$ cat src/rtl/uart_cmd_rcv_if.sv
// rtl/uart_cmd_rcv_if.sv - signal bundle between the rider command link and power control
interface uart_cmd_rcv_if;
   logic       RX;
   logic       clr_rdy;
   logic       rider_off;
   logic [7:0] rx_data;
   logic       rdy;
   logic       pwr_up;
   logic       frm_err;

   modport slave  (input  RX, clr_rdy, rider_off, output rx_data, rdy, pwr_up, frm_err);
   modport master (output RX, clr_rdy, rider_off, input  rx_data, rdy, pwr_up, frm_err);
endinterface

$ cat src/rtl/uart_cmd_rcv.sv
// rtl/uart_cmd_rcv.sv - 8N1 UART receiver feeding the rider power-authorization FSM
// Define FRAME_CHK_EN to reject frames with a bad stop bit and pulse frm_err.
module uart_cmd_rcv #(
   parameter int         BAUD_DIV = 2604,
   parameter logic [7:0] GO_CMD   = 8'h67,
   parameter logic [7:0] STOP_CMD = 8'h73
) (
   input logic           clk,
   input logic           RST_n,
   uart_cmd_rcv_if.slave bus
);
   localparam int            CW      = $clog2(BAUD_DIV);
   localparam logic [CW-1:0] HALF_LD = CW'(BAUD_DIV / 2 - 1);
   localparam logic [CW-1:0] FULL_LD = CW'(BAUD_DIV - 1);

   typedef enum logic [2:0] {RX_IDLE, RX_START, RX_RECV, RX_STOP, RX_WAIT_HI} rx_state_t;
   typedef enum logic [1:0] {AUTH_OFF, AUTH_ON, AUTH_PEND_OFF} auth_state_t;

   logic          r_rx_ff1;
   logic          r_rx_s;
   rx_state_t     r_rx_state;
   logic [CW-1:0] r_baud_cnt;
   logic [3:0]    r_bit_cnt;
   logic [7:0]    r_shift;
   logic [7:0]    r_rx_data;
   logic          r_byte_done;
   logic          r_rdy;
   auth_state_t   r_auth;
   logic          r_pwr_up;
   logic          w_baud_tick;
   logic          w_byte_vld;
   logic          w_start;

   assign w_baud_tick = (r_baud_cnt == '0);
   assign w_byte_vld  = r_byte_done;
   assign w_start     = (r_rx_state == RX_IDLE) && !r_rx_s;

   // RX is asynchronous; only the second flop is ever looked at.
   always_ff @(posedge clk or negedge RST_n) begin
      if (!RST_n) begin
         r_rx_ff1 <= 1'b1;
         r_rx_s   <= 1'b1;
      end else begin
         r_rx_ff1 <= bus.RX;
         r_rx_s   <= r_rx_ff1;
      end
   end

`ifdef FRAME_CHK_EN
   logic r_frm_err;
   always_ff @(posedge clk or negedge RST_n) begin
      if (!RST_n) r_frm_err <= 1'b0;
      else        r_frm_err <= (r_rx_state == RX_STOP) && w_baud_tick && !r_rx_s;
   end
   assign bus.frm_err = r_frm_err;
`else
   assign bus.frm_err = 1'b0;
`endif

   always_ff @(posedge clk or negedge RST_n) begin
      if (!RST_n) begin
         r_rx_state  <= RX_IDLE;
         r_baud_cnt  <= '0;
         r_bit_cnt   <= '0;
         r_shift     <= '0;
         r_rx_data   <= '0;
         r_byte_done <= 1'b0;
      end else begin
         r_byte_done <= 1'b0;
         case (r_rx_state)
            RX_IDLE: begin
               if (!r_rx_s) begin
                  r_rx_state <= RX_START;
                  r_baud_cnt <= HALF_LD;
                  r_bit_cnt  <= '0;
               end
            end
            RX_START: begin
               if (!w_baud_tick) begin
                  r_baud_cnt <= r_baud_cnt - 1'b1;
               end else if (r_rx_s) begin
                  r_rx_state <= RX_IDLE;
               end else begin
                  r_rx_state <= RX_RECV;
                  r_baud_cnt <= FULL_LD;
               end
            end
            RX_RECV: begin
               if (!w_baud_tick) begin
                  r_baud_cnt <= r_baud_cnt - 1'b1;
               end else begin
                  r_shift    <= {r_rx_s, r_shift[7:1]};
                  r_bit_cnt  <= r_bit_cnt + 1'b1;
                  r_baud_cnt <= FULL_LD;
                  if (r_bit_cnt == 4'd7) r_rx_state <= RX_STOP;
               end
            end
            RX_STOP: begin
               if (!w_baud_tick) begin
                  r_baud_cnt <= r_baud_cnt - 1'b1;
`ifdef FRAME_CHK_EN
               end else if (!r_rx_s) begin
                  r_rx_state <= RX_WAIT_HI;
`endif
               end else begin
                  r_rx_data   <= r_shift;
                  r_byte_done <= 1'b1;
                  r_rx_state  <= RX_IDLE;
               end
            end
            RX_WAIT_HI: if (r_rx_s) r_rx_state <= RX_IDLE;
            default:    r_rx_state <= RX_IDLE;
         endcase
      end
   end

   // A completing frame beats a simultaneous clear.
   always_ff @(posedge clk or negedge RST_n) begin
      if (!RST_n)                       r_rdy <= 1'b0;
      else if (w_byte_vld)              r_rdy <= 1'b1;
      else if (bus.clr_rdy || w_start)  r_rdy <= 1'b0;
   end

   always_ff @(posedge clk or negedge RST_n) begin
      if (!RST_n) begin
         r_auth   <= AUTH_OFF;
         r_pwr_up <= 1'b0;
      end else begin
         case (r_auth)
            AUTH_OFF: begin
               if (w_byte_vld && r_rx_data == GO_CMD) begin
                  r_auth   <= AUTH_ON;
                  r_pwr_up <= 1'b1;
               end
            end
            AUTH_ON: begin
               if (w_byte_vld && r_rx_data == STOP_CMD) begin
                  r_auth   <= bus.rider_off ? AUTH_OFF : AUTH_PEND_OFF;
                  r_pwr_up <= !bus.rider_off;
               end
            end
            AUTH_PEND_OFF: begin
               if (bus.rider_off) begin
                  r_auth   <= AUTH_OFF;
                  r_pwr_up <= 1'b0;
               end else if (w_byte_vld && r_rx_data == GO_CMD) begin
                  r_auth   <= AUTH_ON;
                  r_pwr_up <= 1'b1;
               end
            end
            default: begin
               r_auth   <= AUTH_OFF;
               r_pwr_up <= 1'b0;
            end
         endcase
      end
   end

   assign bus.rx_data = r_rx_data;
   assign bus.rdy     = r_rdy;
   assign bus.pwr_up  = r_pwr_up;
endmodule

$ cat src/flat_wrapper.sv
// flat-port wrapper written by rule: the top's interface ports become plain ports
module uart_cmd_rcv_flat 
#(
   parameter int         BAUD_DIV = 2604,
   parameter logic [7:0] GO_CMD   = 8'h67,
   parameter logic [7:0] STOP_CMD = 8'h73
)
  (clk, RST_n, bus_RX, bus_clr_rdy, bus_rider_off, bus_rx_data, bus_rdy, bus_pwr_up, bus_frm_err);
  uart_cmd_rcv_if bus_i ();
  input logic clk;
  input logic RST_n;
  input wire logic [$bits(bus_i.RX)-1:0] bus_RX;
  input wire logic [$bits(bus_i.clr_rdy)-1:0] bus_clr_rdy;
  input wire logic [$bits(bus_i.rider_off)-1:0] bus_rider_off;
  output wire logic [$bits(bus_i.rx_data)-1:0] bus_rx_data;
  output wire logic [$bits(bus_i.rdy)-1:0] bus_rdy;
  output wire logic [$bits(bus_i.pwr_up)-1:0] bus_pwr_up;
  output wire logic [$bits(bus_i.frm_err)-1:0] bus_frm_err;
  assign bus_i.RX = bus_RX;
  assign bus_i.clr_rdy = bus_clr_rdy;
  assign bus_i.rider_off = bus_rider_off;
  assign bus_rx_data = bus_i.rx_data;
  assign bus_rdy = bus_i.rdy;
  assign bus_pwr_up = bus_i.pwr_up;
  assign bus_frm_err = bus_i.frm_err;
  uart_cmd_rcv #(.BAUD_DIV(BAUD_DIV), .GO_CMD(GO_CMD), .STOP_CMD(STOP_CMD)) u_core (.clk(clk), .RST_n(RST_n), .bus(bus_i));
endmodule
$ cat config.mk
export PLATFORM = sky130hd
export DESIGN_NAME = uart_cmd_rcv_flat
export DESIGN_NICKNAME = d
export VERILOG_FILES = /design/src/rtl/uart_cmd_rcv_if.sv /design/src/rtl/uart_cmd_rcv.sv /design/src/flat_wrapper.sv
export SDC_FILE = /design/constraint.sdc
export NUM_CORES = 1
export LEC_CHECK = 0
export CELL_PAD_IN_SITES_DETAIL_PLACEMENT = 1
export CELL_PAD_IN_SITES_GLOBAL_PLACEMENT = 1
export CORE_MARGIN = 8
export CORE_UTILIZATION = 31
export DETAILED_ROUTE_END_ITERATION = 8
export PLACE_DENSITY = 0.62
export SYNTH_ARGS = -nofsm -noshare
export SYNTH_HDL_FRONTEND = slang
export SYNTH_SLANG_ARGS = --single-unit
$ cat constraint.sdc
create_clock -name clk -period 2.2 [get_ports clk]
set_input_delay 0.55 -clock clk [delete_from_list [all_inputs] [get_ports clk]]
set_output_delay 0.55 -clock clk [all_outputs]
set_load 0.01 [all_outputs]
**Word level (Yosys, flattened, before mapping)**

Index checks and enable logic that the tools add are counted.

- Bits in registers: 42
- Input bits: 5
- Output and inout port bits: 11

- Add/sub/neg operators: 2
- Equality and inequality tests: 18
- Mux-type cells: 30
- Reduce and logical (&&, ||, !) cells: 17

Operators by type and width:

| cell | number |
|---|---|
| 2-to-1 mux 12 bit | 5 |
| case mux 12 bit (4 select lines) | 1 |
| 2-to-1 mux 3 bit | 6 |
| == test 8 x 7 -> 1 bit (second input constant) | 2 |
| case mux 3 bit (5 select lines) | 1 |
| zero test 12 bit | 1 |
| inequality test 2 x 1 -> 1 bit (second input constant) | 6 |
| subtractor 12 x 1 -> 12 bit (second input constant) | 1 |
| 2-to-1 mux 2 bit | 5 |
| 2-to-1 mux 4 bit | 2 |
| case mux 4 bit (2 select lines) | 1 |
| 2-to-1 mux 1 bit | 7 |
| == test 3 x 2 -> 1 bit (second input constant) | 2 |
| case mux 2 bit (3 select lines) | 1 |
| AND reduction 6 bit | 1 |
| adder 4 x 1 -> 4 bit (second input constant) | 1 |
| == test 4 x 3 -> 1 bit (second input constant) | 1 |
| inequality test 2 bit (second input constant) | 2 |
| AND reduction 2 bit | 2 |
| AND reduction 4 bit | 1 |
| nonzero test 2 bit | 2 |
| nonzero test 4 bit | 1 |
| == test 3 x 1 -> 1 bit (second input constant) | 1 |
| == test 3 bit (second input constant) | 1 |
| 10 further kinds | 13 |

**Longest topological paths before layout**

Gate-level depths: netlist (run 1).

- Depth after elaboration: 5
- Depth in mapped cells: 7

**Worst setup path after synthesis (run 1)**

OpenSTA, ideal clock, no wires.

- Path kind: register to register
- Start point: reg u_core.r_baud_cnt[0]
- End point: reg u_core.r_baud_cnt[10]
- Arrival time: 1.644 ns
- Required time: 2.079 ns
- Path slack: 0.435 ns
- Stages on the path, launching flop included: 7
- Clock period less this slack: 1.765 ns
- Cell sequence: dfrtp_1 -> inv_1 -> ha_1 -> nor4b_1 -> nand4_1 -> o211a_1 -> o22a_1

- Cells in the longest elaborated chain, start to end: 3

Ends and longest elaborated chain:

| element | line | RTL |
|---|---|---|
| start, declared | uart_cmd_rcv.sv:22 | `logic [CW-1:0] r_baud_cnt;` |
| start signal, assigned | uart_cmd_rcv.sv:80 | `r_baud_cnt <= r_baud_cnt - 1'b1;` |
| start signal, assigned | uart_cmd_rcv.sv:90 | `r_baud_cnt <= r_baud_cnt - 1'b1;` |
| start signal, assigned | uart_cmd_rcv.sv:100 | `r_baud_cnt <= r_baud_cnt - 1'b1;` |
| subtractor 12 x 1 -> 12 bit or zero test 12 bit (tied branches) | -- |  |
| 2-to-1 mux 12 bit, or another cell as far along | uart_cmd_rcv.sv:99 | `if (!w_baud_tick) begin` |
| case mux 12 bit (4 select lines) or AND reduction 4 bit (tied branches) | -- |  |

Parallel ways exist; a longest one is shown, timed or not. The select of a mux whose other input is x is not followed.
A chain may end at the register's enable or synchronous reset.

**Worst setup path after layout (run 1)**

- Start point: reg u_core.r_baud_cnt[0]
- End point: reg u_core.r_baud_cnt[6]

Same word-level chain as after synthesis.

==> results of run 1 <==
## cells in the final DEF (no fill, tap or decap), types with 3 or more instances in the layout
cell type,count
dfrtp_1,39
mux2_4,17
inv_1,14
buf_4,14
clkdlybuf4s50_1,13
nor2_1,12
a21oi_1,12
nand2_1,8
nand3_1,7
ha_1,7
nor3_1,6
o21ai_0,6
nand4_1,5
nand2b_1,5
clkbuf_8,5
o21a_1,4
o211ai_1,4
o21bai_1,4
a21o_1,3
nor3b_1,3
a41oi_1,3
and3_1,3
a211oi_1,3
o22ai_1,3
## where the power goes
part / switching (mW) / internal, mW
Sequential: 0.00422 / 0.758
Clock: 0.287 / 0.340
Combinational: 0.0211 / 0.0122
Total: 0.312 / 1.11
## synthesized netlist by cell type, types with 3 or more instances
cell type	instances	area (sq um)
nor3b_1	3	22.5
o22ai_1	3	18.8
o21a_1	4	30.0
o21ai_0	6	30.0
nor2_1	12	45.0
ha_1	7	87.6
o211ai_1	4	30.0
a21oi_1	12	60.1
nand3_1	7	35.0
nand4_1	5	31.3
and3_1	3	18.8
o21bai_1	4	30.0
dfrtp_1	39	976
a211oi_1	3	22.5
nor3_1	6	30.0
mux2_4	17	255
a41oi_1	3	26.3
inv_1	14	52.6
nand2b_1	5	31.3
a21o_1	3	22.5
nand2_1	8	30.0
## what timing repair did
| item | 4_1_cts | 5_1_grt |
|---|---|---|
| setup buffers | 0 | 1 |
| endpoints found under the hold margin | 0 | 0 |
| setup endpoints to repair | 0 | 10 |
| resized for setup | 0 | 0 |
## final timing paths
path | to | slack (ns)
max | u_core.r_baud_cnt[6]$_DFFE_PN0P_ | 0.23
min | u_core.r_baud_cnt[8]$_DFFE_PN0P_ | 0.13
max reg2reg | u_core.r_baud_cnt[6]$_DFFE_PN0P_ | 0.23
min reg2reg | u_core.r_rx_s$_DFF_PN1_ | 0.36
max in group asynchronous | u_core.r_rx_ff1$_DFF_PN1_ | 1.48
min in group clk | u_core.r_rx_s$_DFF_PN1_ | 0.36
## area by class of cell
type | instances | area (sq um)
repair buffers | 28 | 240
flip-flops and latches | 41 | 1030
fillers | 867 | 4790
inverters | 14 | 52.6
clock buffers | 5 | 68.8
multi-input cells | 158 | 1250
well taps | 102 | 128
clock inverters | 3 | 46.3
## cell families after synthesis
group | after synthesis | synth area share
AOI/OAI and AO/OA | 60 | 0.178
xor gates and xnor gates | 2 | 0.00735
adders and majority gates | 7 | 0.0367
buffers and inverters | 21 | 0.0420
DFF | 41 | 0.431
muxes | 18 | 0.111
other | 1 | 0.00157
and+or+nand+nor | 70 | 0.191
## state kept, by name, summed over array words and instances (netlist names)
register and flops:
u_core.bus.rx_data 8, u_core.r_rx_s 1, u_core.r_rx_state 2, u_core.r_shift 8
u_core.r_byte_done 1, u_core.bus.pwr_up 1, u_core.r_baud_cnt 12, u_core.bus.rdy 1
u_core.r_auth 2, u_core.r_bit_cnt 4, u_core.r_rx_ff1 1
## routing by layer
layer  vias to the layer above  part of all wire
li1                        877                 -
met1                       884              0.48
met2                        18              0.49
met3                         4             0.026
met4                         0            0.0092
met5                         -                 0
## metrics by stage
stage	power (mW)	hold slack, ns	cells	area, sq um	setup slack (ns)
after CTS	1.45	0.141	350	2810	0.0942
after global routing	1.48	0.150	351	2820	0.0404
after detailed placement	0.813	0.354	342	2700	0.0970
after floorplan	0.785	0.254	220	2380	0.435
final	1.42	0.133	351	2820	0.229
after global placement	0.812	0.348	342	2700	0.170
==> out/qor.txt, run 1 <==
Min-Delay Path Class: input port to asynchronous set/reset pin
Critical path type: flip-flop to flip-flop
GRT Residual Overflow: 0
Synth Area per Inst: 10.8 sq um
FF-to-FF Start: u_core.r_baud_cnt[0]$_DFFE_PN0P_
Row count: 32
Final #Nets: 260
Die area: 10800 sq um
PwrDens: 505 nW/um^2
Vias in the first global route: 1921
Met2 Use GR: 0.183
Initial core utilization: 0.313
Die height: 104 microns
Met3 GRT Util: 0.0217
Wirelength per Cell: 16.1 microns
Total Wirelength: 5640 microns
Die Span X: 104 microns
EDFF count, synth: 0
Startpoint types: flip-flop
CTS Buffer Depth: 2
Initial antenna violation count: 0
Reg2reg path depth: 6
Max Slew Vio Count: 0
Crit path time final: 1.97 ns
Final Util: 0.371
Critical path launch point: u_core.r_baud_cnt[0]$_DFFE_PN0P_
CTS tree: built
Mapped Area: 2380 sq um
Peak VDD IR: 0.000215 V
Critical Path Sink Type: flip-flop
Worst path slowest cell: nor4b_1
Area grow syn2layout: 18.3%
TritonCTS Buffers: 5
Slowest Stage Delay on Critical Path: 0.42 ns
Final setup vio count: 0
DP Wirelength: 4240 microns
First-pass DRT Iterations: 4
Clk_lat worst skew: 0.30 ns
Most Crowded Layer GR: met2
Hold Buf Count CTS: 0
Fin Clk Skew: 0.0142 ns
Routed Antenna Nets: 0
Largest net degree at the start of global routing: 16
Total GRT Usage: 0.108
Netlist cell types: 58
Routability cong.: 0.827
H-tree depth: 2
WP data required: 2.38 ns
Asr flop ratio synth: 1.00
Critical path's top delay family: simple AND/OR/NAND/NOR gates
Cells after Synth: 220
Core area: 7610 sq um
Tcrit/Tclk final: 0.896
First-pass GRT wire length: 9790 microns
Layout cells sized above 1: 0.209
N_diodes: 0
Buf+Inv Stages, Crit Path: 1
Root buffer cell: clkbuf_8
Ports: 16
Clk sinks: 41
Lkg Pwr: 1.29 nW
Max_cap viols: 0
Post-synth top flop: dfrtp_1
Post-synthesis sequential area ratio: 0.431
Critical path cell sequence: inv_1 -> ha_1 -> nor4b_1 -> a41o_1 -> nand2b_1 -> o22ai_1
#FFs+latches synth: 41
Routed vias: 1783
Yosys Warn Count: 0
Final Hold Fails: 0
RSZ-0062 raised after global routing: false
Met1 usage: 0.136
Setup_tns: 0 ns
Post-synth net total: 232
Status: completed
Maximum clock frequency: 507 MHz
DR vias/cell: 5.08
Number of port buffers: 14
Initial DRC count: 66
Stages on the worst setup path: 6
Clk slew on worst S/H paths: 0.09 ns
CP max FO: 7
CP arrival: 2.16 ns
DR DRC count: 0
(Power assumes the default switching activity.)
==> run 2: changes to the inputs <==
- CORE_UTILIZATION: 31 -> 47
- PLACE_DENSITY: 0.62 -> 0.85
==> out/qor.txt, run 2 (same netlist as run 1, synthesis figures left out) <==
Rel. slew slack: 0.647
Peak VDD IR: 0.000242 V
Max Slew Vio Count: 0
Routed Antenna Nets: 0
Largest Register: u_core.r_baud_cnt
Worst path slowest cell: nor4b_1
Buf+Inv Stages, Crit Path: 1
H-tree depth: 2
DR DRC count: 0
Row count: 26
Number of port buffers: 14
Filler cell count in the final layout: 581
GRT Residual Overflow: 0
Startpoint types: flip-flop
WP data required: 2.38 ns
Critical path cell sequence: inv_1 -> ha_1 -> nor4b_1 -> a41o_1 -> nand2b_1 -> o22ai_1
Leading cell type in the layout, fill and taps excluded: dfrtp_1
Die Span X: 87.2 microns
Critical path's top delay family: simple AND/OR/NAND/NOR gates
Vias in the first global route: 1888
Final setup vio count: 0
Largest net degree at the start of global routing: 42
Final #Nets: 259
CP arrival: 2.20 ns
TritonCTS Buffers: 5
Status: completed
RSZ-0062 raised after global routing: false
Critical Path Sink Type: flip-flop
Layout cells sized above 1: 0.206
Storage cell area: 1030 sq um
Routability cong.: 0.850
CTS tree: built
Area of the multi-input gates: 1250 sq um
Slowest Stage Delay on Critical Path: 0.45 ns
N_diodes: 0
Max_cap viols: 0
Final hold slack: 0.297 ns
Die area: 7610 sq um
Post-CTS sizing: 0
Initial DRC count: 65
Lkg Pwr: 1.27 nW
First-pass GRT wire length: 9580 microns
Max reg flops: 12
Wirelength per Cell: 17.5 microns
Area grow syn2layout: 15.1%
Root buffer cell: clkbuf_8
Total Wirelength: 5570 microns
Maximum clock frequency: 494 MHz
Tcrit/Tclk final: 0.920
Ports: 16
Final Hold Fails: 0
DR vias/cell: 5.81
CTS Buffer Depth: 2
Core area: 5010 sq um
Total GRT Usage: 0.160
Crit path time final: 2.02 ns
First-pass DRT Iterations: 4
DP Wirelength: 4100 microns
CP max FO: 7
Slew @ Worst Pin: 0.522 ns
Clk sinks: 41
Die height: 87.2 microns
Initial antenna violation count: 0
Commonest cells after routing, fill and taps aside: dfrtp_1, mux2_4, inv_1
Min-Delay Path Class: input port to asynchronous set/reset pin
Routed vias: 1846
Critical path type: flip-flop to flip-flop
PwrDens: 468 nW/um^2
Fin Clk Skew: 0.00574 ns
Setup_tns: 0 ns
Clk_lat worst skew: 0.29 ns
Clk slew on worst S/H paths: 0.08 ns
Initial core utilization: 0.476
## run 2: cell count changes in the layout (fill, tap and decap cells not counted), sizes merged
| cell | before | now |
|---|---|---|
| bufinv | 1 | 0 |
| clkinv | 1 | 2 |
| buf | 15 | 14 |
## run 2: what timing repair did
item | CTS | global route
setup buffers | 0 | 1
endpoints found under the hold margin | 0 | 0
hold buffers | 0 | 0
endpoints found under the setup margin | 0 | 11
## run 2: where the power goes
group          internal (mW)  switching (mW)
logic                 0.0110          0.0208
registers              0.758         0.00414
clock network          0.219           0.271
total                  0.988           0.296
## run 2: final timing paths
kind / startpoint / endpoint / slack [ns] / depth (start not counted)
max in group asynchronous: RST_n / u_core.r_shift[7]$_DFFE_PN0P_ / 1.52 / 2
max reg2reg: u_core.r_baud_cnt[0]$_DFFE_PN0P_ / u_core.r_baud_cnt[6]$_DFFE_PN0P_ / 0.18 / 6
min reg2reg: u_core.r_rx_ff1$_DFF_PN1_ / u_core.r_rx_s$_DFF_PN1_ / 0.36 / 0
min: RST_n / u_core.r_baud_cnt[2]$_DFFE_PN0P_ / 0.30 / 2
min in group clk: u_core.r_rx_ff1$_DFF_PN1_ / u_core.r_rx_s$_DFF_PN1_ / 0.36 / 0
max: u_core.r_baud_cnt[0]$_DFFE_PN0P_ / u_core.r_baud_cnt[6]$_DFFE_PN0P_ / 0.18 / 6
## run 2: metal layers
layer  share of wire  wire [microns]  global-route usage
met2            0.49            2720               0.257
met4           0.013              71              0.0563
met3           0.031             174              0.0283
met1            0.47            2610               0.209
met5               0               0                   0
## run 2: through the flow
| step | instance area [sq um] | util | worst slack, ns | cells | total power, mW |
|---|---|---|---|---|---|
| 5_1_grt | 2740 | 0.547 | 0.00159 | 318 | 1.34 |
| 4_1_cts | 2740 | 0.546 | 0.0634 | 317 | 1.30 |
| 2_1_floorplan | 2380 | - | 0.435 | 220 | 0.785 |
| 6_report | 2740 | 0.547 | 0.176 | 318 | 1.28 |
| 3_5_place_dp | 2650 | 0.529 | 0.0821 | 309 | 0.810 |
| 3_3_place_gp | 2650 | 0.529 | 0.227 | 309 | 0.808 |
## run 2: final cells by class
class | instances | area share
multi-input cells | 158 | 0.458
inverters | 14 | 0.0192
clock inverters | 3 | 0.00639
flip-flops and latches | 41 | 0.375
clock buffers | 5 | 0.0251
repair buffers | 27 | 0.0849
well taps | 70 | 0.0319
==> run 3: changes to the inputs <==
--- a/config.mk
+++ b/config.mk
@@ -7,6 +7,8 @@
 export LEC_CHECK = 0
+export ABC_AREA = 1
 export CELL_PAD_IN_SITES_DETAIL_PLACEMENT = 1
 export CELL_PAD_IN_SITES_GLOBAL_PLACEMENT = 1
+export CORE_ASPECT_RATIO = 1.1
 export CORE_MARGIN = 8
-export CORE_UTILIZATION = 47
+export CORE_UTILIZATION = 44
 export DETAILED_ROUTE_END_ITERATION = 8
--- a/constraint.sdc
+++ b/constraint.sdc
@@ -3,2 +3,2 @@
 set_output_delay 0.55 -clock clk [all_outputs]
-set_load 0.01 [all_outputs]
+set_load 0.1 [all_outputs]
==> out/qor.txt, run 3 <==
Status: completed
Initial antenna violation count: 0
Most area-hungry cell type in the Yosys netlist: dfrtp_1
Proportion of netlist area held by the largest area contributor: 0.421
Met3 GRT Util: 0.0330
Critical Path Sink Type: flip-flop
Die Span X: 85.2 microns
Clk sinks: 41
Place WS: 0.363 ns
Wirelength per Cell: 14.9 microns
Setup Buffers After CTS: 0
Tcrit/Tclk final: 0.848
Max Slew Vio Count: 0
Root buffer cell: clkbuf_8
End of the critical path: u_core.r_baud_cnt[8]$_DFFE_PN0P_
H-tree depth: 2
Vias in the first global route: 2007
Most Crowded Layer GR: met2
Clk slew on worst S/H paths: 0.08 ns
Post-synthesis sequential area ratio: 0.443
Netlist cell types: 29
Hold Buf Count CTS: 0
Routed Antenna Nets: 0
Final Util: 0.516
Flop-to-flop setup slack: 0.34 ns
Min-Delay Path Class: input port to asynchronous set/reset pin
CTS Buffer Depth: 2
DR vias/cell: 5.07
Fin Clk Skew: 0.00646 ns
Rel. slew slack: 0.626
Yosys Warn Count: 0
Number of port buffers: 14
Core area: 5030 sq um
Cell with the most instances after synthesis: nand2_1
Final setup margin: 0.335 ns
Total Wirelength: 5490 microns
CP max FO: 5
Clk_lat worst skew: 0.30 ns
Met2 Use GR: 0.273
FF-to-FF Start: u_core.r_rx_state[0]$_DFFE_PN0P_
Ports: 16
Slew @ Worst Pin: 0.561 ns
Post-synth net total: 303
Crit path time final: 1.86 ns
EDFF count, synth: 0
WP data required: 2.41 ns
First-pass GRT wire length: 9520 microns
Routability cong.: 0.851
Met1 usage: 0.168
Startpoint types: flip-flop
Critical path launch point: u_core.r_rx_state[0]$_DFFE_PN0P_
Largest net degree at the start of global routing: 42
PwrDens: 553 nW/um^2
Critical path type: flip-flop to flip-flop
DP Wirelength: 4170 microns
CP arrival: 2.08 ns
Mapped Area: 2320 sq um
N_diodes: 0
Peak VDD IR: 0.000356 V
Row count: 27
Routed vias: 1869
Total GRT Usage: 0.151
GRT Residual Overflow: 0
Die height: 92.2 microns
Reg2reg path depth: 7
Critical path cell sequence: inv_1 -> ha_1 -> nand2_1 -> inv_1 -> a21oi_1 -> nor2_1 -> a21oi_1
First-pass DRT Iterations: 4
Critical R2R Capture: u_core.r_baud_cnt[8]$_DFFE_PN0P_
Initial core utilization: 0.461
Area grow syn2layout: 11.9%
Post-synth top flop: dfrtp_1
Die area: 7850 sq um
Slowest Stage Delay on Critical Path: 0.46 ns
Total power: 1.44 mW
DR DRC count: 0
Worst path slowest cell: a21oi_1
Layout cells sized above 1: 0.183
CTS tree: built
Max_cap viols: 0
Top post-synthesis cells by area: dfrtp_1, nand2_1, inv_1, o21ai_2, nand3_1
RSZ-0062 raised after global routing: false
Initial DRC count: 50
Largest Register: u_core.r_baud_cnt
Final #Nets: 322
Post-CTS sizing: 0
Commonest cells after routing, fill and taps aside: nand2_1, inv_1, dfrtp_1
Synth Area per Inst: 7.97 sq um
Synth top cells by count: nand2_1, inv_1, dfrtp_1
Final setup vio count: 0
Cells after Synth: 291
#FFs+latches synth: 41
Max reg flops: 12
TritonCTS Buffers: 5
Maximum clock frequency: 536 MHz
Leading cell type in the layout, fill and taps excluded: nand2_1
Final Hold Fails: 0
Lkg Pwr: 1.35 nW
Setup_tns: 0 ns
Final hold slack: 0.299 ns
Asr flop ratio synth: 1.00
==> run 3: metrics by stage <==
stage | instances | instance area [sq um]
6_report | 369 | 2600
5_1_grt | 369 | 2600
2_1_floorplan | 291 | 2320
4_1_cts | 369 | 2600
3_5_place_dp | 361 | 2480
3_3_place_gp | 361 | 2480
==> run 3: where the power goes <==
part,switching (mW),leakage [nW],internal (mW),total [mW]
logic,0.0296,0.772,0.00897,0.0385
clock network,0.269,0.0585,0.370,0.640
registers,0.00122,0.523,0.757,0.758
==> run 3: area by class of cell <==
cell class	count	area [sq um]
inverter	44	165
clock buffer	7	86.3
clock inverter	1	30.0
tap	58	72.6
multi-input combinational	203	1100
sequential	41	1030
fill	643	2440
timing repair buffer	15	118
==> run 3: layer usage <==
| layer | up-vias | routed length (microns) | part of all wire |
|---|---|---|---|
| met1 | 906 | 2410 | 0.44 |
| met5 | - | 0 | 0 |
| met3 | 7 | 153 | 0.028 |
| met4 | 0 | 65 | 0.012 |
| met2 | 18 | 2860 | 0.52 |
| li1 | 938 | - | - |
==> run 3: worst min-delay path by stage <==
stage                                       end  depth (start not counted)  slack, ns
5_1_grt        u_core.r_baud_cnt[1]$_DFFE_PN0P_                          2       0.34
3_5_place_dp            u_core.r_rx_s$_DFF_PN1_                          0       0.35
4_1_cts        u_core.r_baud_cnt[5]$_DFFE_PN0P_                          2       0.33
2_1_floorplan     u_core.bus.pwr_up$_DFFE_PN0P_                          0       0.25
3_3_place_gp            u_core.r_rx_s$_DFF_PN1_                          0       0.35
6_report       u_core.r_baud_cnt[1]$_DFFE_PN0P_                          2       0.30
==> run 3: logic make-up after synthesis <==
| kind of cell | share of synthesized area |
|---|---|
| flip-flops | 0.443 |
| AO/OA/AOI/OAI | 0.0955 |
| buffers and inverters | 0.0841 |
| XOR/XNOR | 0.0227 |
| other | 0.00162 |
| adder cells (fa/ha/maj) | 0.0378 |
| AND/OR/NAND/NOR | 0.315 |
==> run 3: worst max-delay path, delay by kind of cell (launching register included) <==
family / cells / cell delay, ns
adders and majority gates: 1 / 0.25
buffers and inverters: 2 / 0.20
DFF: 1 / 0.42
AOI/OAI and AO/OA: 2 / 0.62
and+or+nand+nor: 2 / 0.29
==> variant 1: new RTL, flow settings as in run 2 <==
`BAUD_DIV` is set to 2604 in 2 places; all go to 1302.
--- a/src/rtl/uart_cmd_rcv.sv
+++ b/src/rtl/uart_cmd_rcv.sv
@@ -3,3 +3,3 @@
 module uart_cmd_rcv #(
-   parameter int         BAUD_DIV = 2604,
+   parameter int         BAUD_DIV = 1302,
    parameter logic [7:0] GO_CMD   = 8'h67,
--- a/src/flat_wrapper.sv
+++ b/src/flat_wrapper.sv
@@ -3,3 +3,3 @@
 #(
-   parameter int         BAUD_DIV = 2604,
+   parameter int         BAUD_DIV = 1302,
    parameter logic [7:0] GO_CMD   = 8'h67,
Behaviour: no difference found for any inputs over 10 cycles, from zero or initial values and one cycle with RST_n low; that may be too few to reach the edited logic, so the function may still have changed.
==> variant 1 against run 2 <==
Sequential cell count is 1 lower; total power is 2.6% higher; die area is 4.5% lower; synthesized cell count is 2.7% lower; worst setup slack worse by 0.13 ns; synthesized area is 5.5% lower; final area is 3.3% lower; routed wire length is 11% higher; critical endpoint is now u_core.r_rx_state[1]; largest power group unchanged; highest routed layer unchanged.
==> variant 1: results (changes against run 2) <==
Power
The net switching component of the power is 0.287 mW (-3.0%). The sequential power share is 56.5% (-2.9 points). The static leakage is 1.22 nW (-3.9%). The combinational power is 0.0338 mW (+6.3%). The maximum vdd ir drop is 0.000304 V (+26%).

Synth
The cell count after synthesis is 214 (-2.7%). After synthesis, the most frequently instantiated cells are sky130_fd_sc_hd__dfrtp_1, sky130_fd_sc_hd__a21oi_1, sky130_fd_sc_hd__inv_1, sky130_fd_sc_hd__nor2_1, sky130_fd_sc_hd__nand2_1. The unique cell type count in the Yosys netlist is 59 (+1.7%).

The sequential cell area fraction in the yosys report was 44.5% (+1.4 points). The total nets after synthesis came to 226 (-2.6%). In the post-synthesis netlist, the biggest area contributors are sky130_fd_sc_hd__dfrtp_1, sky130_fd_sc_hd__mux2_4, sky130_fd_sc_hd__ha_1, sky130_fd_sc_hd__mux2_2, sky130_fd_sc_hd__a21oi_1.

GRT
The via count of the first global-routing pass is 2028 (+7.4%). The global routing usage summed across all routing layers is 17.8% (+1.8 points). The wire length of the first global-routing pass came to 10400 µm (+8.6%). The pin count of the biggest net entering global routing is 40 (-4.8%).

Worst setup path
The cell at the slowest stage of the critical path is sky130_fd_sc_hd__or4b_1. The maximum fanout along the worst path is 6 (-1). The setup slack on the worst flop-to-flop path is 0.05 ns (-0.13 ns). The delay of the slowest cell on the worst path is 0.58 ns (+0.13 ns).

CTS
The TritonCTS buffer count is 5 (unchanged). The largest buffer count on any clock path was 2 (unchanged). The maximum level of the CTS H-tree is 2 (unchanged).

Route
The initial detailed-routing violation count is 74 (+14%). The total detailed-routing wirelength was 6170 µm (+11%). The average via count per standard cell is 6.37 (+9.7%). The total number of vias is 1891 (+2.4%).

Place
The area after detailed placement is 2540 µm² (-4.3%). The worst slack at placement came to -0.0306 ns (-0.113 ns). The number of instances in the placed design was 289 (-6.5%).

The port buffer count is 14 (unchanged). The routability-driven placement congestion ratio is 0.830 (-2.4%). The sum of net half-perimeters after detailed placement is 4480 µm (+9.3%).

Timing
The worst slew margin relative to its limit is 60.5% (-4.2 points). The final total negative setup slack is 0 ns (unchanged). The shortest clock period the worst path allows after layout is 2.15 ns (+0.127 ns). The final clock skew is 0.00404 ns (-0.00170 ns).

Status
The flow ran to the end, and the final reports show no timing, DRC or antenna violations.

Finish
The share of post-route cells with drive strength above 1 is 20.6% (about the same). The flip-flop count of the largest register, all copies and words added is 11 (-1). The final net count is 255 (-1.5%).
variant 1: layout make-up:
type | count | area [µm²]
fill | 514 | 2010
tap | 54 | 67.6
inverter | 11 | 41.3
multi-input combinational | 154 | 1180
clock buffer | 7 | 96.3
sequential | 40 | 1000
timing repair buffer | 31 | 263
variant 1: cell families (layout without fill, tap and decap cells):
group / after synthesis / count (layout) / share of synthesized area (%)
AOI/OAI and AO/OA: 58 / 58 / 18.7
DFF: 40 / 40 / 44.5
other: 1 / 1 / 0.166
adders and majority gates: 7 / 7 / 3.89
and+or+nand+nor: 69 / 69 / 18.5
muxes: 19 / 19 / 10.7
buffers and inverters: 20 / 49 / 3.61
variant 1: final timing paths:
kind,start,end,depth (start not counted)
max,u_core.r_baud_cnt[1],u_core.r_rx_state[1],7
min,RST_n,u_core.r_rx_ff1,1
max reg2reg,u_core.r_baud_cnt[1],u_core.r_rx_state[1],7
min reg2reg,u_core.r_rx_ff1,u_core.r_rx_s,0
max in group asynchronous,RST_n,u_core.bus.rx_data[1],2
min in group clk,u_core.r_rx_ff1,u_core.r_rx_s,0
variant 1: stage by stage:
stage	hold WS, ns	power (mW)
after floorplan	0.254	0.767
after global placement	0.346	0.791
after detailed placement	0.350	0.793
after CTS	0.172	1.33
after global routing	0.173	1.35
final	0.180	1.32
variant 1: timing repair:
item / CTS / global route
hold buffers: 0 / 0
setup endpoints to repair: 7 / 10
buffers inserted: 1 / 0
pin swaps: 1 / 0
resized for setup: 0 / 2
endpoints found under the hold margin: 0 / 0
variant 1: routing by layer:
layer  vias up  GRT usage (%)  part of all wire, %
met5         -              0                    0
met4         0           6.15                  1.8
met3        13           3.67                  3.6
met2        36           31.3                   52
met1       969           20.8                   42
li1        873              -                    -
==> variant 2: new RTL, flow settings as in run 2 <==
Made on the original files. The 5 states of `rx_state_t` get a Gray code encoding in 3 bits.
--- a/src/rtl/uart_cmd_rcv.sv
+++ b/src/rtl/uart_cmd_rcv.sv
@@ -15,3 +15,3 @@
 
-   typedef enum logic [2:0] {RX_IDLE, RX_START, RX_RECV, RX_STOP, RX_WAIT_HI} rx_state_t;
+   typedef enum logic [2:0] {RX_IDLE = 3'b000, RX_START = 3'b001, RX_RECV = 3'b011, RX_STOP = 3'b010, RX_WAIT_HI = 3'b110} rx_state_t;
    typedef enum logic [1:0] {AUTH_OFF, AUTH_ON, AUTH_PEND_OFF} auth_state_t;
Behaviour: no difference found for any inputs over 10 cycles, from zero or initial values and one cycle with RST_n low; not proved beyond that.
==> variant 2 against run 2 <==
Sequential cell count did not move; worst setup slack got worse by 0.055 ns; routed wire length decreased by 4.1%; final area fell by 7.0%; clock skew increased by 0.0011 ns; count of clock-buffer cells in the layout is the same; total power grew 2.5%; sequential share of layout area up 2.9 points; synthesized area shrank 7.3%.
==> variant 2: results (changes against run 2) <==
GRT
The global-route met1 utilization is 18.7% (-2.2 points). The routing usage on met3 is 4.39% (+1.6 points). The pin count of the biggest net entering global routing came to 30 (-29%). The via count of the first global-routing pass is 1887 (-0.053%). The global-route met2 utilization is 28.7% (+3.0 points). The wire length of the first global-routing pass came to 9430 µm (-1.5%). The number of antenna violations at the first check in global routing is 0 (unchanged). The global routing usage summed across all routing layers is 16.3% (+0.32 points).

Worst setup path
The maximum fanout along the worst path came to 8 (+1). The data arrival time at the worst-slack endpoint is 2.28 ns (+0.08 ns).

Timing
The actual slew at the worst max-slew pin is 0.624 ns (+0.102 ns). The final clock skew is 0.00683 ns (+0.00108 ns).

Synth
The cell count after synthesis is 216 (-1.8%). The xor/xnor share of the synthesized area is 0% (-0.73 points). The multiplexer fraction of the synthesized cell area is 8.32% (-2.8 points).

Ranked by total cell area, the synthesized netlist is headed by sky130_fd_sc_hd__dfrtp_1, sky130_fd_sc_hd__mux2_2, sky130_fd_sc_hd__ha_1, sky130_fd_sc_hd__nor2_1, sky130_fd_sc_hd__a21oi_1. The fraction of synthesized cell area taken by the top area cell type is 44.2% (+3.2 points). The fraction of the mapped netlist area in compound gates is 18.6% (+0.78 points).

In the synthesized netlist, the cells that appear most often are sky130_fd_sc_hd__dfrtp_1, sky130_fd_sc_hd__nor2_1, sky130_fd_sc_hd__mux2_2. The area share of fa/ha/maj cells after synthesis is 3.96% (+0.29 points). The unique cell type count in the Yosys netlist is 55 (-5.2%). The sequential cell area fraction in the yosys report came to 46.5% (+3.4 points). The total nets after synthesis is 228 (-1.7%).

CTS
The latest clock arrival within the worst-skew pair is 0.31 ns (+0.02 ns). In this run the clock root is driven by a sky130_fd_sc_hd__clkbuf_8.

Place
The routability-driven placement congestion ratio is 0.794 (-6.5%). The sum of net half-perimeters after detailed placement is 3970 µm (-3.3%). The worst slack at placement is 0.0939 ns (+0.0119 ns).

Route
The initial detailed-routing violation count came to 86 (+32%). The total routed wire length on the met1 layer came to 2270 µm (-13%). The met2 wire length is 2810 µm (+3.4%). The average via count per standard cell is 5.97 (+2.8%). The wire length on met3 was 206 µm (+18%). The wire length per cell is 18.2 µm (+4.1%).

Finish
The final net count is 250 (-3.5%). The number of standard cells in the layout, taps in and fillers out is 293 (-7.9%). The flip-flop count of the largest register, all copies and words added is 12 (unchanged). The share of post-route cells with drive strength above 1 is 22.6% (+2.0 points).

Power
The switching share of power came to 24.2% (+1.1 points). The static leakage is 1.16 nW (-9.3%). The maximum vdd ir drop is 0.000339 V (+40%).

Status
The run finished with clean final reports.
[variant 2: cell count changes after synthesis, sizes merged, moves of 3 or more]
cell | run 2 | this run
a211oi | 3 | 0
or3 | 0 | 5
nor2 | 12 | 21
o31ai | 0 | 3
o21bai | 4 | 1
o22a | 1 | 4
and3 | 3 | 0
a22o | 0 | 5
o21ai | 7 | 16
nand4 | 6 | 3
nand2 | 10 | 16
[variant 2: logic make-up after synthesis]
| kind of cell | Yosys count |
|---|---|
| fa+ha+maj | 7 |
| flops | 41 |
| simple gates | 73 |
| mux | 16 |
| buf+inv | 17 |
| other cells | 1 |
| compound gates | 61 |
[variant 2: worst max-delay path: stages (launching register included)]
cell and delay (ns):
sky130_fd_sc_hd__dfrtp_1 0.41, sky130_fd_sc_hd__inv_1 0.14, sky130_fd_sc_hd__ha_1 0.21, sky130_fd_sc_hd__nor2b_1 0.21, sky130_fd_sc_hd__and4_2 0.42, sky130_fd_sc_hd__nand2_2 0.10
sky130_fd_sc_hd__mux2_4 0.31, sky130_fd_sc_hd__a22o_1 0.18
[variant 2: layout make-up]
cell class                      instances  area (µm²)
Clock inverter                          3        25.0
Fill cell                             517        2080
Clock buffer                            5        68.8
Inverter                               12        45.0
Timing Repair Buffer                   20         180
Sequential cell                        41        1030
Multi-Input combinational cell        158        1130
Tap cell                               54        67.6
[variant 2: what timing repair did]
item,CTS,global route
setup buffers,0,0
gates cloned,0,0
setup endpoints to repair,1,8
resized for setup,2,9
[variant 2: power by group through the flow]
stage / Combinational [mW] / Clock (mW) / Sequential, mW
CTS: 0.0301 / 0.539 / 0.760
global placement: 0.0293 / 0 / 0.775
finish: 0.0292 / 0.526 / 0.760
global route: 0.0341 / 0.572 / 0.761
detailed placement: 0.0300 / 0 / 0.775
floorplan: 0.00687 / 0 / 0.774
[variant 2: through the flow]
stage	util, %	cell area, µm²	hold WS, ns
finish	55.1	2550	0.251
detailed placement	52.2	2420	0.353
global route	55.1	2550	0.294
global placement	52.2	2420	0.346
floorplan	-	2210	0.254
CTS	54.3	2510	0.270
[variant 2: final timing paths]
kind / from / end / slack [ns] / cells after the start
max: u_core.r_baud_cnt[0] / u_core.r_bit_cnt[2] / 0.12 / 7
min: RST_n / u_core.bus.rx_data[7] / 0.25 / 1
max reg2reg: u_core.r_baud_cnt[0] / u_core.r_bit_cnt[2] / 0.12 / 7
min reg2reg: u_core.r_rx_ff1 / u_core.r_rx_s / 0.36 / 0
max in group asynchronous: RST_n / u_core.r_auth[1] / 1.32 / 2
min in group clk: u_core.r_rx_ff1 / u_core.r_rx_s / 0.36 / 0
